`src/rtl/wb_stream_master.sv`:
```
// Wishbone classic single-transfer initiator driven by a val/rdy command stream.
// Optional bus timeout is enabled by defining WB_TIMEOUT_EN.
module wb_stream_master #(
   parameter int unsigned TIMEOUT_CYCLES = 255
) (
   input  logic        clk,
   input  logic        reset,
   input  logic        cmd_recv_we,
   input  logic [31:0] cmd_recv_addr,
   input  logic [31:0] cmd_recv_data,
   input  logic [3:0]  cmd_recv_sel,
   input  logic        cmd_recv_val,
   output logic        cmd_recv_rdy,
   output logic [31:0] resp_send_msg,
   output logic        resp_send_err,
   output logic        resp_send_val,
   input  logic        resp_send_rdy,
   output logic        wbm_cyc_o,
   output logic        wbm_stb_o,
   output logic        wbm_we_o,
   output logic [3:0]  wbm_sel_o,
   output logic [31:0] wbm_adr_o,
   output logic [31:0] wbm_dat_o,
   input  logic [31:0] wbm_dat_i,
   input  logic        wbm_ack_i
);

   if (TIMEOUT_CYCLES == 0 || TIMEOUT_CYCLES > 65535) begin : g_bad_timeout
      $error("wb_stream_master: TIMEOUT_CYCLES must be in 1..65535");
   end

   typedef enum logic [1:0] {StIdle, StBus, StResp} state_e;

   state_e      state_q, state_d;
   logic        cyc_q, cyc_d;
   logic        we_q, we_d;
   logic [3:0]  sel_q, sel_d;
   logic [31:0] adr_q, adr_d;
   logic [31:0] dat_q, dat_d;
   logic [31:0] msg_q, msg_d;
   logic        val_q, val_d;
   logic        err_q, err_d;
   logic        timeout;

`ifdef WB_TIMEOUT_EN
   localparam logic [15:0] TimeoutLast = 16'(TIMEOUT_CYCLES - 1);

   logic [15:0] cnt_q, cnt_d;

   // Held at zero outside BUS, so every BUS entry starts counting from 0.
   assign cnt_d   = (state_q == StBus) ? cnt_q + 16'd1 : 16'd0;
   assign timeout = (state_q == StBus) && (cnt_q == TimeoutLast) && !wbm_ack_i;

   always_ff @(posedge clk) begin
      if (reset) cnt_q <= 16'd0;
      else       cnt_q <= cnt_d;
   end
`else
   assign timeout = 1'b0;
`endif

   always_comb begin
      state_d = state_q;
      cyc_d   = cyc_q;
      we_d    = we_q;
      sel_d   = sel_q;
      adr_d   = adr_q;
      dat_d   = dat_q;
      msg_d   = msg_q;
      val_d   = val_q;
      err_d   = err_q;
      unique case (state_q)
         StIdle: begin
            if (cmd_recv_val) begin
               we_d    = cmd_recv_we;
               sel_d   = cmd_recv_sel;
               adr_d   = cmd_recv_addr;
               dat_d   = cmd_recv_data;
               cyc_d   = 1'b1;
               state_d = StBus;
            end
         end
         StBus: begin
            // Ack takes priority over a timeout landing on the same cycle.
            if (wbm_ack_i) begin
               cyc_d   = 1'b0;
               msg_d   = we_q ? 32'd0 : wbm_dat_i;
               err_d   = 1'b0;
               val_d   = 1'b1;
               state_d = StResp;
            end else if (timeout) begin
               cyc_d   = 1'b0;
               msg_d   = 32'd0;
               err_d   = 1'b1;
               val_d   = 1'b1;
               state_d = StResp;
            end
         end
         StResp: begin
            if (resp_send_rdy) begin
               val_d   = 1'b0;
               state_d = StIdle;
            end
         end
         default: state_d = StIdle;
      endcase
   end

   always_ff @(posedge clk) begin
      if (reset) begin
         state_q <= StIdle;
         cyc_q   <= 1'b0;
         we_q    <= 1'b0;
         sel_q   <= 4'd0;
         adr_q   <= 32'd0;
         dat_q   <= 32'd0;
         msg_q   <= 32'd0;
         val_q   <= 1'b0;
         err_q   <= 1'b0;
      end else begin
         state_q <= state_d;
         cyc_q   <= cyc_d;
         we_q    <= we_d;
         sel_q   <= sel_d;
         adr_q   <= adr_d;
         dat_q   <= dat_d;
         msg_q   <= msg_d;
         val_q   <= val_d;
         err_q   <= err_d;
      end
   end

   assign cmd_recv_rdy  = (state_q == StIdle);
   assign wbm_cyc_o     = cyc_q;
   assign wbm_stb_o     = cyc_q;
   assign wbm_we_o      = we_q;
   assign wbm_sel_o     = sel_q;
   assign wbm_adr_o     = adr_q;
   assign wbm_dat_o     = dat_q;
   assign resp_send_msg = msg_q;
   assign resp_send_val = val_q;
   assign resp_send_err = err_q;

endmodule

```
`config.mk`:
```
export PLATFORM = sky130hd
export DESIGN_NAME = wb_stream_master
export DESIGN_NICKNAME = d
export VERILOG_FILES = /design/src/rtl/wb_stream_master.sv
export SDC_FILE = /design/constraint.sdc
export NUM_CORES = 1
export LEC_CHECK = 0
export ABC_AREA = 1
export BUFFER_PORTS_ARGS = -buffer_cell sky130_fd_sc_hd__buf_2
export CORE_ASPECT_RATIO = 1.4
export CORE_MARGIN = 5
export CORE_UTILIZATION = 47
export CTS_CLUSTER_SIZE = 28
export DETAILED_ROUTE_END_ITERATION = 8
export GPL_ROUTABILITY_DRIVEN = 0
export PLACE_DENSITY = 0.81
export SYNTH_ARGS = -nofsm -noshare
export SYNTH_HDL_FRONTEND = slang
export SYNTH_SLANG_ARGS = --single-unit
```
`constraint.sdc`:
```
create_clock -name clk -period 1.3 [get_ports clk]
set_input_delay 0.325 -clock clk [delete_from_list [all_inputs] [get_ports clk]]
set_output_delay 0.325 -clock clk [all_outputs]
set_load 0.005 [all_outputs]
```
==> PnR_summary.wiki <==
{| class="wikitable"
! Metric !! Value
|-
| Total die area || 11670 sq um
|-
| Slowest cell on the critical path || dfxtp_2
|-
| Critical path type || register to output port
|-
| Half-perimeter wire length after detailed placement || 9007 microns
|-
| Count of H-tree levels built during CTS || 3
|-
| Timing-limited maximum frequency || 740.9 MHz
|-
| Net count, final || 999
|-
| Maximum buffer depth of the clock tree || 2
|-
| Worst min-delay path endpoint || resp_send_msg[20]$_SDFFE_PP0P_
|-
| Vias per inst || 4.662
|-
| Number of nets with antenna violations after detailed routing || 0
|-
| Average footprint of a synthesized cell || 6.490 sq um
|-
| Cell with the most instances after synthesis || nor2_1
|-
| Fraction of post-synthesis cell area in the top cell type by area || 46.67%
|-
| Number of input and output port buffers inserted || 210
|-
| Worst-path cell chain || nor2_4, buf_6, buf_6
|-
| Clock slew seen by the registers of the worst setup and hold paths || 0.06 ns
|-
| Portion of total power attributed to sequential cells || 46.4%
|-
| CP dominant cell by count || buf_6
|-
| Number of global-route vias before repair || 4242
|-
| FF+latch count, synth || 105
|-
| I/O pin cnt || 212
|-
| Fin. Hold Viols || 0
|-
| Wire length per cell after detailed routing || 12.20 microns
|-
| Area growth syn-to-layout || 35.03%
|-
| Part of the Yosys area used for sequential elements || 46.67%
|-
| Cts bufs inserted || 9
|-
| Instance count along the most critical hold path || 3
|-
| Post-synthesis cell area || 4504 sq um
|-
| Worst hold-check slack || 0.2209 ns
|-
| Wire length of the first global-routing pass || 19300 microns
|-
| Final critical path time including I/O delays and setup || 1.350 ns
|-
| Hold Path Origin || wbm_dat_i[20]
|-
| Overall power after layout || 7.793 mW
|-
| CP Data Required Time || 0.98 ns
|-
| Worst IR drop on VDD || 704.4 uV
|-
| Syn nets || 800
|-
| Number of pins exceeding their max-slew limit in the final report || 0
|-
| Horizontal die dimension || 92.74 microns
|-
| Post-route clock skew || 0.003717 ns
|-
| Leading cell types by count after synthesis || nor2_1 (170), nand2_1 (155), inv_1 (106), dfxtp_1 (105), nand3_1 (89)
|-
| Setup repair after global routing missed its margin || true
|-
| Total core area || 9407 sq um
|-
| Number of detailed-routing iterations run before antenna repair || 5
|-
| Initial drt markers || 154
|-
| Proportion of register bits with asynchronous set or reset after synthesis || 0%
|-
| Critical path fanouts, max || 4
|-
| Height of the chip || 125.8 microns
|-
| Vias || 4695
|-
| Congestion Overflow GR || 0
|-
| CTS tree || built
|-
| Clock network fraction of design power || 34.6%
|-
| Nature of the critical path endpoint || output port
|-
| Primary flip-flop cell chosen by synthesis mapping || dfxtp_1
|-
| Dominant delay contributor by cell family on the critical path || flip-flops
|-
| Internal Pwr Total || 5.750 mW
|-
| Power density over cell area || 1281 nW/um^2
|-
| Warnings from Yosys || 0
|-
| Proportion of layout cells with a drive suffix above 1 || 28.32%
|-
| Wire length reported by the detailed router || 12280 microns
|-
| Effective utilization at floorplan || 47.89%
|-
| Pin count of the biggest net entering global routing || 40
|-
| Run status || complete, but fails checks
|-
| Total leakage power || 3.570 nW
|-
| Number of maximum-capacitance violations || 0
|-
| Capture point of the worst reg-to-reg path || wbm_adr_o[15]$_SDFFE_PP0P_
|-
| Final worst-path setup slack || -0.04967 ns
|-
| DRC violation count after routing || 0
|-
| Initial antenna violation count || 1
|-
| Slowest cell delay on critical path || 0.33 ns
|-
| Cell depth of the worst flop-to-flop path || 7
|-
| CTS Sinks || 105
|-
| Root buf cell || clkbuf_16
|-
| Largest cells by area after synthesis || dfxtp_1 (47%), nor2_1 (14%), nand2_1 (13%)
|-
| Setup slack on the worst flop-to-flop path || 0.07 ns
|-
| Area leader, netlist || dfxtp_1
|-
| Sum of buffers and inverters on the critical path || 2
|-
| Number of library cell types mapped by synthesis || 16
|-
| Arrival time reported for the critical path endpoint || 1.02 ns
|-
| Num rows || 42
|-
| Aggregate global-route resource usage || 20.21%
|-
| Gate count after technology mapping || 694
|-
| # diodes || 0
|-
| Count of flip-flops with a built-in enable after synthesis || 0
|-
| Net Sw Power || 2.043 mW
|-
| Core Util, Final || 64.66%
|-
| Switching share of total power || 26.22%
|-
| Final setup fails || 1
|-
| Part of the power in combinational logic || 18.9%
|-
| Critical R2R Launch || state_q[1]$_SDFFE_PP0P_
|-
| Clk Latency, worst-skew pair || 0.33 ns
|-
| Failing checks || negative setup slack
|-
| Startpoint kind of the worst setup timing path || register
|-
| Min-Delay Path Class || input pin to register
|-
| Portion of the clock cycle consumed by the worst path in the final layout || 103.8%
|}
==> layout by cell type (no fill, tap or decap), drive strengths merged <==
cell type / instances
nand3: 89
bufinv: 1
dfxtp: 105
conb: 1
clkbuf: 13
clkinvlp: 1
nand3b: 1
buf: 234
nor2: 172
inv: 107
nand2: 155
a21oi: 18
==> worst max path at each step <==
| stage | depth (start not counted) | to | start | slack (ns) |
|---|---|---|---|---|
| after floorplan | 6 | resp_send_msg[26]$_SDFFE_PP0P_ | state_q[0]$_SDFFE_PP0P_ | 0.14 |
| after global placement | 6 | resp_send_msg[29]$_SDFFE_PP0P_ | state_q[1]$_SDFFE_PP0P_ | 0.11 |
| after detailed placement | 6 | resp_send_msg[29]$_SDFFE_PP0P_ | state_q[1]$_SDFFE_PP0P_ | 0.11 |
| after CTS | 3 | cmd_recv_rdy | state_q[0]$_SDFFE_PP0P_ | -0.09 |
| after global routing | 3 | cmd_recv_rdy | state_q[1]$_SDFFE_PP0P_ | -0.11 |
| final | 3 | cmd_recv_rdy | state_q[1]$_SDFFE_PP0P_ | -0.05 |
==> metal layers <==
metal  wire length, microns  share of wire [%]  global-route usage [%]
met5                      8              0.065                       0
met1                   4989                 41                   23.91
met4                    361                2.9                   8.628
met2                   5833                 47                   33.93
met3                   1088                8.9                   5.907
==> state kept, by name, indices dropped and copies added (netlist names) <==
name	count
resp_send_msg	32
resp_send_val	1
state_q	2
wbm_adr_o	32
wbm_cyc_o	1
wbm_dat_o	32
wbm_sel_o	4
wbm_we_o	1
==> through the flow <==
stage / setup WS [ns] / setup TNS [ns] / std cells / area [sq um]
after floorplan: 0.1401 / 0 / 694 / 4504
after global placement: 0.1086 / 0 / 990 / 5747
after detailed placement: 0.1074 / 0 / 990 / 5747
after CTS: -0.09019 / -0.2005 / 1008 / 6092
after global routing: -0.1059 / -0.2961 / 1007 / 6082
final: -0.04967 / -0.04967 / 1007 / 6082
==> final cells by class <==
class | count | area [sq um]
inverters | 107 | 401.6
clock buffers | 13 | 260.3
well taps | 110 | 137.6
flip-flops and latches | 105 | 2107
repair buffers | 234 | 1349
fillers | 894 | 3324
clock inverters | 2 | 37.54
multi-input cells | 436 | 1789
==> worst register-to-register path, stage by stage, from the launching register on <==
cell,delay (ns)
dfxtp_2,0.33
nor2_4,0.14
buf_6,0.13
buf_4,0.18
buf_6,0.14
nand3_1,0.08
nand2_1,0.08
nor2_1,0.05
==> cells by family after synthesis <==
| group | after synthesis | share of synthesized area, % |
|---|---|---|
| compound gates | 18 | 2.000 |
| buf+inv | 153 | 13.72 |
| flops | 105 | 46.67 |
| other cells | 1 | 0.08325 |
| simple gates | 417 | 37.53 |
==> power groups by stage <==
| stage | Combinational (mW) | Sequential [mW] | Clock [mW] |
|---|---|---|---|
| floorplan | 0.764 | 3.71 | 0 |
| global placement | 1.44 | 3.68 | 0 |
| detailed placement | 1.46 | 3.69 | 0 |
| CTS | 1.50 | 3.62 | 2.76 |
| global route | 1.66 | 3.65 | 2.92 |
| finish | 1.48 | 3.62 | 2.70 |
==> what timing repair did <==
action / 4_1_cts / 5_1_grt
resized for setup: 7 / 1
endpoints found under the setup margin: 1 / 32
pin swaps: 1 / 1
hold buffers: 0 / 0
setup buffers: 3 / 0
(Power assumes the default switching activity.)
